[src/rtl/sr_latch_driver_pkg.sv]
// Shared definitions for the sr_latch_driver slice.
//   state_t   : FSM state encoding (IDLE, PULSE_S, PULSE_R, GUARD)
//   cnt_width : bit width that can hold values 0..max_val inclusive
package sr_drv_pkg;

    typedef enum logic [1:0] {
        IDLE    = 2'd0,
        PULSE_S = 2'd1,
        PULSE_R = 2'd2,
        GUARD   = 2'd3
    } state_t;

    // A zero limit still needs a 1-bit counter so the declarations stay legal.
    function automatic int cnt_width(input int max_val);
        int w;
        w = $clog2(max_val + 1);
        return (w < 1) ? 1 : w;
    endfunction

endpackage

[src/rtl/sr_latch_driver_if.sv]
// Request/drive bundle between the request source and sr_latch_driver.
//   set_req_in, rst_req_in : raw, asynchronous, bouncy request levels
//   S, R                   : registered drives to the downstream sr_latch
//   busy                   : a pulse or its guard gap is in progress
//   conflict, drop         : one-cycle registered event flags
// Signalling: there is no valid/ready pair. Requests are plain levels that
// the driver samples every clock; every output is a flop output that changes
// only on the rising clock edge, and the latch side has no back-pressure.
interface sr_latch_driver_if;

    logic set_req_in;
    logic rst_req_in;
    logic S;
    logic R;
    logic busy;
    logic conflict;
    logic drop;

    modport master (
        output set_req_in, rst_req_in,
        input  S, R, busy, conflict, drop
    );

    modport slave (
        input  set_req_in, rst_req_in,
        output S, R, busy, conflict, drop
    );

endinterface

[src/rtl/sr_latch_driver_debounce.sv]
// sr_debounce: 2-flop synchroniser, debounce counter and rising-edge detect
// for one raw request line.
//   clk, rst_n : clock, synchronous active-low reset
//   raw_in     : asynchronous raw request level
//   rise       : one-cycle registered pulse when the debounced level goes 0->1
module sr_debounce
    import sr_drv_pkg::*;
#(
    parameter int DEBOUNCE_CYCLES = 4
) (
    input  logic clk,
    input  logic rst_n,
    input  logic raw_in,
    output logic rise
);

    localparam int            CW       = cnt_width(DEBOUNCE_CYCLES);
    localparam logic [CW-1:0] CNT_LAST = CW'(DEBOUNCE_CYCLES - 1);

    logic          meta_q,   meta_d;
    logic          sync_q,   sync_d;
    logic          stable_q, stable_d;
    logic          rise_q,   rise_d;
    logic [CW-1:0] cnt_q,    cnt_d;

    // The counter holds the number of edges sync has already disagreed with
    // stable; the edge that would make it DEBOUNCE_CYCLES flips stable
    // instead, so it never exceeds CNT_LAST and never wraps.
    always_comb begin
        meta_d   = raw_in;
        sync_d   = meta_q;
        stable_d = stable_q;
        cnt_d    = '0;
        rise_d   = 1'b0;
        if (sync_q != stable_q) begin
            if (cnt_q >= CNT_LAST) begin
                stable_d = sync_q;
                rise_d   = sync_q;
            end else begin
                cnt_d = cnt_q + CW'(1);
            end
        end
    end

    always_ff @(posedge clk) begin
        if (!rst_n) begin
            meta_q   <= 1'b0;
            sync_q   <= 1'b0;
            stable_q <= 1'b0;
            rise_q   <= 1'b0;
            cnt_q    <= '0;
        end else begin
            meta_q   <= meta_d;
            sync_q   <= sync_d;
            stable_q <= stable_d;
            rise_q   <= rise_d;
            cnt_q    <= cnt_d;
        end
    end

    assign rise = rise_q;

endmodule

[src/rtl/sr_latch_driver.sv]
// sr_latch_driver: turns two debounced request lines into fixed-width S/R
// pulses for an sr_latch, each followed by a guard gap. S and R can never be
// high together; simultaneous requests raise conflict, requests while busy
// raise drop and are discarded.
//   clk, rst_n : clock, synchronous active-low reset
//   bus        : sr_latch_driver_if slave (requests in, S/R/flags out)
//   dbg_state  : current FSM state
module sr_latch_driver
    import sr_drv_pkg::*;
#(
    parameter int DEBOUNCE_CYCLES = 4,
    parameter int PULSE_CYCLES    = 2,
    parameter int GUARD_CYCLES    = 1
) (
    input  logic                clk,
    input  logic                rst_n,
    sr_latch_driver_if.slave    bus,
    output state_t              dbg_state
);

    localparam int            PG_MAX     = (PULSE_CYCLES > GUARD_CYCLES) ? PULSE_CYCLES : GUARD_CYCLES;
    localparam int            CW         = cnt_width(PG_MAX);
    localparam logic [CW-1:0] PULSE_LAST = CW'(PULSE_CYCLES - 1);
    // Unused when GUARD_CYCLES is 0 because GUARD is then never entered.
    localparam logic [CW-1:0] GUARD_LAST = CW'(GUARD_CYCLES - 1);

    logic rise_s;
    logic rise_r;

    sr_debounce #(.DEBOUNCE_CYCLES(DEBOUNCE_CYCLES)) u_db_set (
        .clk    (clk),
        .rst_n  (rst_n),
        .raw_in (bus.set_req_in),
        .rise   (rise_s)
    );

    sr_debounce #(.DEBOUNCE_CYCLES(DEBOUNCE_CYCLES)) u_db_rst (
        .clk    (clk),
        .rst_n  (rst_n),
        .raw_in (bus.rst_req_in),
        .rise   (rise_r)
    );

    state_t        state_q,    state_d;
    logic [CW-1:0] cnt_q,      cnt_d;
    logic          s_q,        s_d;
    logic          r_q,        r_d;
    logic          busy_q,     busy_d;
    logic          conflict_q, conflict_d;
    logic          drop_q,     drop_d;

    always_comb begin
        state_d    = state_q;
        cnt_d      = cnt_q;
        conflict_d = 1'b0;
        drop_d     = 1'b0;
        case (state_q)
            IDLE: begin
                cnt_d = '0;
                if (rise_s && rise_r) begin
                    conflict_d = 1'b1;
                end else if (rise_s) begin
                    state_d = PULSE_S;
                end else if (rise_r) begin
                    state_d = PULSE_R;
                end
            end
            PULSE_S, PULSE_R: begin
                drop_d = rise_s | rise_r;
                if (cnt_q >= PULSE_LAST) begin
                    cnt_d   = '0;
                    state_d = (GUARD_CYCLES == 0) ? IDLE : GUARD;
                end else begin
                    cnt_d = cnt_q + CW'(1);
                end
            end
            GUARD: begin
                drop_d = rise_s | rise_r;
                if (cnt_q >= GUARD_LAST) begin
                    cnt_d   = '0;
                    state_d = IDLE;
                end else begin
                    cnt_d = cnt_q + CW'(1);
                end
            end
            default: begin
                cnt_d   = '0;
                state_d = IDLE;
            end
        endcase
        // Outputs are decoded from the next state so they register in step
        // with the state they describe.
        s_d    = (state_d == PULSE_S);
        r_d    = (state_d == PULSE_R);
        busy_d = (state_d != IDLE);
    end

    always_ff @(posedge clk) begin
        if (!rst_n) begin
            state_q    <= IDLE;
            cnt_q      <= '0;
            s_q        <= 1'b0;
            r_q        <= 1'b0;
            busy_q     <= 1'b0;
            conflict_q <= 1'b0;
            drop_q     <= 1'b0;
        end else begin
            state_q    <= state_d;
            cnt_q      <= cnt_d;
            s_q        <= s_d;
            r_q        <= r_d;
            busy_q     <= busy_d;
            conflict_q <= conflict_d;
            drop_q     <= drop_d;
        end
    end

    assign bus.S        = s_q;
    assign bus.R        = r_q;
    assign bus.busy     = busy_q;
    assign bus.conflict = conflict_q;
    assign bus.drop     = drop_q;
    assign dbg_state    = state_q;

endmodule

[src/flat_wrapper.sv]
// flat-port wrapper written by rule: the top's interface ports become plain ports
module sr_latch_driver_flat import sr_drv_pkg::*;
#(
    parameter int DEBOUNCE_CYCLES = 4,
    parameter int PULSE_CYCLES    = 2,
    parameter int GUARD_CYCLES    = 1
)
  (clk, rst_n, dbg_state, bus_set_req_in, bus_rst_req_in, bus_S, bus_R, bus_busy, bus_conflict, bus_drop);
  sr_latch_driver_if bus_i ();
  input  logic clk;
  input  logic rst_n;
  output state_t dbg_state;
  input wire logic [$bits(bus_i.set_req_in)-1:0] bus_set_req_in;
  input wire logic [$bits(bus_i.rst_req_in)-1:0] bus_rst_req_in;
  output wire logic [$bits(bus_i.S)-1:0] bus_S;
  output wire logic [$bits(bus_i.R)-1:0] bus_R;
  output wire logic [$bits(bus_i.busy)-1:0] bus_busy;
  output wire logic [$bits(bus_i.conflict)-1:0] bus_conflict;
  output wire logic [$bits(bus_i.drop)-1:0] bus_drop;
  assign bus_i.set_req_in = bus_set_req_in;
  assign bus_i.rst_req_in = bus_rst_req_in;
  assign bus_S = bus_i.S;
  assign bus_R = bus_i.R;
  assign bus_busy = bus_i.busy;
  assign bus_conflict = bus_i.conflict;
  assign bus_drop = bus_i.drop;
  sr_latch_driver #(.DEBOUNCE_CYCLES(DEBOUNCE_CYCLES), .PULSE_CYCLES(PULSE_CYCLES), .GUARD_CYCLES(GUARD_CYCLES)) u_core (.clk(clk), .rst_n(rst_n), .bus(bus_i), .dbg_state(dbg_state));
endmodule
[config.mk]
export PLATFORM = sky130hd
export DESIGN_NAME = sr_latch_driver_flat
export DESIGN_NICKNAME = d
export VERILOG_FILES = /design/src/rtl/sr_latch_driver_pkg.sv /design/src/rtl/sr_latch_driver_if.sv /design/src/rtl/sr_latch_driver_debounce.sv /design/src/rtl/sr_latch_driver.sv /design/src/flat_wrapper.sv
export SDC_FILE = /design/constraint.sdc
export NUM_CORES = 1
export LEC_CHECK = 0
export CAP_MARGIN = 30
export CORE_MARGIN = 3
export CORE_UTILIZATION = 45
export DETAILED_ROUTE_END_ITERATION = 10
export GPL_TIMING_DRIVEN = 0
export PLACE_DENSITY = 0.67
export SYNTH_ARGS = -nofsm -noshare
export SYNTH_HDL_FRONTEND = slang
export SYNTH_SLANG_ARGS = --single-unit
[constraint.sdc]
create_clock -name clk -period 1.9 [get_ports clk]
set_clock_uncertainty 0.05 [all_clocks]
set_input_delay 0.475 -clock clk [delete_from_list [all_inputs] [get_ports clk]]
set_output_delay 0.475 -clock clk [all_outputs]
set_load 0.03 [all_outputs]
==> flow_metrics.tcl, run 1 <==
set metrics [dict create \
    multi_input_area_um2 376.6 \
    path_clk_slew_ns 0.12 \
    cts_root_buffer "clkbuf_4" \
    cts_buffers 3 \
    wl_met2_um 560 \
    routed_wl_um 1243 \
    drive_gt1_frac 0.1313 \
    power_density_nw_per_um2 704.9 \
    rsz0062_at_grt "false" \
    grt_max_degree 14 \
    register_area_um2 460.4 \
    post-route-min-period_ns 1.824 \
    drv_cap 0 \
    boundaryPins 11 \
    vias 568 \
    status "finished, final reports clean" \
    first_pass_iters 2 \
    end_kind "output pin" \
    avgRoutedWirePerCell_um 10.02 \
    grt_remaining_overflow 0 \
    maxSlewViolCount 0 \
    ir_drop_v 0.0004003 \
    crit_arrival_ns 1.30 \
    worstPathRequired_ns 1.37 \
    io_buffers 10 \
    worst_slack_ns 0.07601 \
    worstMarginPinSlew_ns 0.3291 \
    hp-class "flop to flop" \
    cts_htree_levels 1 \
    place_ws_ns 0.1422 \
    synth_flop_cell "dfxtp_1" \
    yosysSeqAreaShare 0.5220 \
    die_height_um 50.28 \
    insertion_delay_ns 0.31 \
    globalplace.congestion 0.6884 \
    ys_types 24 \
    vias_per_cell 4.581 \
    synth_edf_count 0 \
    finalSetupViolCount 0 \
    synthDominantCellAreaShare 0.5220 \
    antenna_found_initial 0 \
    drc 0 \
    slowest_stage "clkdlybuf4s50_1" \
    syn-instance-count 85 \
    syn-cell-area_um2 882.1 \
    fill_cells 168 \
    fp.dieW_um 50.28 \
    max_freq_ghz 0.5482 \
    synth_warnings 0 \
    dpl.hpwl_um 948.9 \
    cp_top_family "buffers and inverters" \
    synth_seq_cells 23 \
    top_layer "met4" \
    synthArstFlopShare 0 \
    wl_met3_um 34 \
    yosysTopAreaCell "dfxtp_1" \
    path_class "flop to output pin" \
    relSlewSlack 0.7806 \
    cts_buffer_depth 2 \
    die_area_um2 2528 \
    cts_tree "built" \
    finalHoldViolCount 0 \
    initial_utilization 0.4947 \
    cp_cell_sequence "clkdlybuf4s50_1" \
    clock-sinks 23 \
    synth_common_cells "dfxtp_1 (23), inv_1 (11), nor2_1 (9)" \
    grt_pass1_wl_um 2270 \
    grt_usage 0.1209 \
    synth.most_common_cell "dfxtp_1" \
    syn_area_per_cell_um2 10.38 \
    period_share 0.9600 \
    detail-route-antenna-nets 0 \
    final.setup.tns_ns 0 \
    num_antenna_cells 0 \
    syn_to_final_growth_pct 17.73 \
    syn_nets 96 \
    p_leak_uw 0.0004526 \
    core_area_um2 1783 \
    cp_num_buf_inv 1 \
    crit_fanout 1 \
    first_iter_violations 4 \
    synth_area_leaders "dfxtp_1 (52%), ha_1 (9.9%), and2_1 (5.0%)" \
    grt_pass1_vias 549 \
    slowest_delay_ns 0.66 \
    met1_length_um 610 \
    crit_path_start_kind "flop" \
    rows 15 \
    final_nets 111 \
]
## per-stage QoR
stage	hold WS [ns]	instances	total power, uW	area (um^2)	utilization
3_3_place_gp	0.3670	120	520.4	1013	0.5684
6_report	0.4024	124	732.0	1039	0.5825
2_1_floorplan	0.3619	85	510.8	882.1	-
3_5_place_dp	0.3776	120	520.8	1013	0.5684
5_1_grt	0.4176	124	768.4	1039	0.5825
4_1_cts	0.4057	124	743.9	1039	0.5825
## worst paths after layout
path,start,to,slack [ns],cells past startpoint
max reg2reg,u_core.u_db_rst.cnt_q[0]$_SDFF_PP0_,u_core.u_db_rst.stable_q$_SDFFE_PN0P_,0.41,5
min,u_core.u_db_set.meta_q$_SDFF_PN0_,u_core.u_db_set.sync_q$_SDFF_PN0_,0.40,1
max,u_core.bus.drop$_SDFF_PN0_,bus_drop,0.08,1
min reg2reg,u_core.u_db_set.meta_q$_SDFF_PN0_,u_core.u_db_set.sync_q$_SDFF_PN0_,0.40,1
## per-layer routing
layer,up-vias,global-route usage
met3,4,0.03561
met2,8,0.1978
met1,248,0.1331
met5,-,0
li1,308,-
met4,0,0.08295
## report_power, final
group	switching, uW	internal (uW)
sequential	3.00	487
combinational	9.17	9.96
clock	144	78.6
total	156	576
## sequential cells by signal, summed over array words and instances, names as in the netlist
register and flops:
u_core.u_db_rst.cnt_q 3, u_core.u_db_set.cnt_q 3, u_core.cnt_q 2, u_core.dbg_state 2, u_core.bus.R 1, u_core.bus.S 1, u_core.bus.busy 1, u_core.bus.conflict 1
u_core.bus.drop 1, u_core.u_db_rst.meta_q 1, u_core.u_db_rst.rise 1, u_core.u_db_rst.stable_q 1, u_core.u_db_rst.sync_q 1, u_core.u_db_set.meta_q 1, u_core.u_db_set.rise 1, u_core.u_db_set.stable_q 1
u_core.u_db_set.sync_q 1
## cells by family after synthesis
logic type / Yosys count / share of synthesized area
XOR/XNOR: 2 / 0.01986
AND/OR/NAND/NOR: 30 / 0.1915
AO/OA/AOI/OAI: 9 / 0.09363
buffers and inverters: 12 / 0.05106
adder cells (fa/ha/maj): 7 / 0.09929
multiplexers: 2 / 0.02270
flip-flops: 23 / 0.5220
## placed cells by master (no fill, tap or decap), types with 2 or more instances in the layout
cell type,netlist,final
dfxtp_1,23,23
inv_1,11,11
nor2_1,9,9
clkdlybuf4s50_1,0,8
and2_1,7,7
ha_1,7,7
a211oi_2,3,3
nor3_1,3,3
clkbuf_4,0,3
xor2_1,2,2
nand3_1,2,2
mux2i_1,2,2
nand2_1,2,2
o21ai_0,2,2
dlygate4sd2_1,0,2
## cell type report
class / instances / share of cell area
Clock buffer: 3 / 0.02169
Multi-Input combinational cell: 50 / 0.3626
Clock inverter: 1 / 0.004819
Timing Repair Buffer: 10 / 0.09398
Sequential cell: 23 / 0.4434
Tap cell: 25 / 0.03012
Buffer: 1 / 0.003614
Inverter: 11 / 0.03976
## what timing repair did
action                                  4_1_cts  5_1_grt
resized for setup                             2        0
buffers inserted                              0        0
hold buffers                                  0        0
endpoints found under the setup margin        2        0
(Power assumes the default switching activity.)
==> run 2: changes to the inputs <==
Settings changed: CTS_CLUSTER_SIZE from default to 25, DONT_BUFFER_PORTS from default to 1, PLACE_DENSITY 0.67 to default, SYNTH_HIERARCHICAL from default to 1.
==> run 2 against run 1 <==
  * Core utilization fell by 5.3 points
  * Clock power shrank 5%
  * Sequential share of layout area increased by 3.9 points
  * Critical path depth up 4
  * Combinational power shrank 48%
  * Via count up 1.6%
  * Sequential power hardly changed
  * Sequential cell count is the same
  * Fmax increased by 5.7%
==> flow_metrics.tcl, run 2 <==
set metrics [dict create \
    maxSlewViolCount 0 \
    yosysSeqAreaShare 0.5132 \
    syn-instance-count 85 \
    synthArstFlopShare 0 \
    power_uw 709.5 \
    initial_utilization 0.4979 \
    cts_tree "built" \
    grt_remaining_overflow 0 \
    status "finished, final reports clean" \
    instances_no_fill 114 \
    grt_pass1_wl_um 2001 \
    rsz0062_at_grt "false" \
    globalplace.congestion 0.6766 \
    cts_htree_levels 1 \
    drc 0 \
    ys_types 26 \
    p_leak_uw 0.0003663 \
    drive_gt1_frac 0.04494 \
    grt_pass1_vias 508 \
    synth_common_cells "dfxtp_1 (23), ha_1 (8), inv_1 (8)" \
    synth_edf_count 0 \
    insertion_delay_ns 0.29 \
    place_ws_ns 0.1962 \
    dpl.hpwl_um 886.7 \
    first_pass_iters 2 \
    ir_drop_v 0.0005051 \
    antenna_found_initial 0 \
    reg_top3 "u_core/u_db_rst/cnt_q x3, u_core/u_db_set/cnt_q x3" \
    postCtsSetupBuffers 0 \
    cts_buffer_depth 2 \
    syn_area_per_cell_um2 10.55 \
    fp.dieW_um 50.65 \
    final_cell_mix "dfxtp_1 (23), inv_1 (8), ha_1 (8), nand2_1 (6), nor2_1 (5)" \
    synth_area_leaders "dfxtp_1 (51%), ha_1 (11%), nor4b_1 (3.9%)" \
    worstPathRequired_ns 2.09 \
    finalHoldViolCount 0 \
    die_area_um2 2565 \
    finalSetupViolCount 0 \
    syn_to_final_growth_pct 6.416 \
    max_freq_ghz 0.5795 \
    rows 15 \
    period_share 0.9082 \
    grt_max_degree 19 \
    drv_cap 0 \
    synth_warnings 6 \
    path_clk_slew_ns 0.11 \
    cts_buffers 3 \
    first_iter_violations 3 \
    io_buffers 0 \
    place_inst 110 \
    vias_per_cell 5.061 \
    hp-class "primary input to flop" \
    post-route-min-period_ns 1.725 \
    power_density_nw_per_um2 743.1 \
    final_common_cell "dfxtp_1" \
    routed_wl_um 1154 \
    detail-route-antenna-nets 0 \
    final_nets 102 \
    worstMarginPinSlew_ns 0.4520 \
    syn-cell-area_um2 897.1 \
    grt_usage 0.1025 \
    clock-sinks 23 \
    die_height_um 50.65 \
    avgRoutedWirePerCell_um 10.12 \
    vias 577 \
    yosysTopAreaCell "dfxtp_1" \
    cts_hold_buf 0 \
    relSlewSlack 0.6983 \
    end_kind "flop" \
    boundaryPins 11 \
    final.setup.tns_ns 0 \
    synth.most_common_cell "dfxtp_1" \
    crit_arrival_ns 1.91 \
    fin_util 0.5299 \
    cts_root_buffer "clkbuf_4" \
    syn_nets 97 \
    num_antenna_cells 0 \
    worst_slack_ns 0.1745 \
    crit_fanout 6 \
    path_class "flop to flop" \
    synth_flop_cell "dfxtp_1" \
    r2r_slack_ns 0.17 \
    cts_resized 0 \
    synth_seq_cells 23 \
    crit_path_start_kind "flop" \
    synthDominantCellAreaShare 0.5132 \
    core_area_um2 1802 \
]
run 2: cell count changes after synthesis, sizes merged, moves of 2 or more:
cell,previous run,this run
nor2,9,5
o21ai,3,1
nand3,2,0
nand2b,1,3
xnor2,0,2
inv,11,8
a211o,0,2
and2,8,4
nand2,2,6
xor2,2,0
nor4b,0,4
a211oi,3,1
run 2: layout make-up:
class / instances / area, um^2
Clock buffer: 4 / 26.28
Fill cell: 171 / 847.1
Inverter: 8 / 30.03
Multi-Input combinational cell: 54 / 406.6
Sequential cell: 23 / 460.4
Tap cell: 25 / 31.28
run 2: kinds of logic (layout without fill, tap and decap cells):
logic type | count (synthesis) | after routing | share of synthesized area
buffers and inverters | 8 | 12 | 0.03347
xor gates and xnor gates | 2 | 2 | 0.01953
and+or+nand+nor | 31 | 31 | 0.2120
DFF | 23 | 23 | 0.5132
muxes | 2 | 2 | 0.02232
adders and majority gates | 8 | 8 | 0.1116
AOI/OAI and AO/OA | 11 | 11 | 0.08788
run 2: worst paths after layout:
kind / from / endpoint / depth (start not counted)
worst max-delay path: u_core/dbg_state[1]$_SDFF_PN0_ / u_core/cnt_q[1]$_SDFF_PP0_ / 5
worst min-delay path: rst_n / u_core/u_db_rst/cnt_q[1]$_SDFF_PP0_ / 2
worst max register to register: u_core/dbg_state[1]$_SDFF_PN0_ / u_core/cnt_q[1]$_SDFF_PP0_ / 5
worst min register to register: u_core/u_db_rst/meta_q$_SDFF_PN0_ / u_core/u_db_rst/sync_q$_SDFF_PN0_ / 1
run 2: per-stage QoR:
stage	cell area, um^2	hold slack (ns)
after floorplan	897.1	0.3618
after global placement	928.4	0.3680
after detailed placement	928.4	0.3728
after CTS	954.7	0.2234
after global routing	954.7	0.2166
final	954.7	0.2355
run 2: where the power goes:
part           internal, uW  leakage [uW]  total, uW  switching, uW
combinational          5.77      0.000165       9.92           4.15
clock                  81.5     0.0000150        210            128
sequential              487      0.000186        490           2.43
total                   575      0.000366        709            135
run 2: worst max-delay path, stage by stage (launching register included):
cell	delay, ns
dfxtp_1	0.62
inv_1	0.09
ha_1	0.24
nand2b_4	0.15
or4_1	0.41
nor2_1	0.10
run 2: routing by layer:
layer,vias up,wire (um),global-route usage,share of wire
met5,-,0,0,0
met4,0,14,0.05381,0.012
met3,2,65,0.04451,0.056
met2,12,533,0.1609,0.46
met1,260,541,0.1168,0.47
li1,303,-,-,-
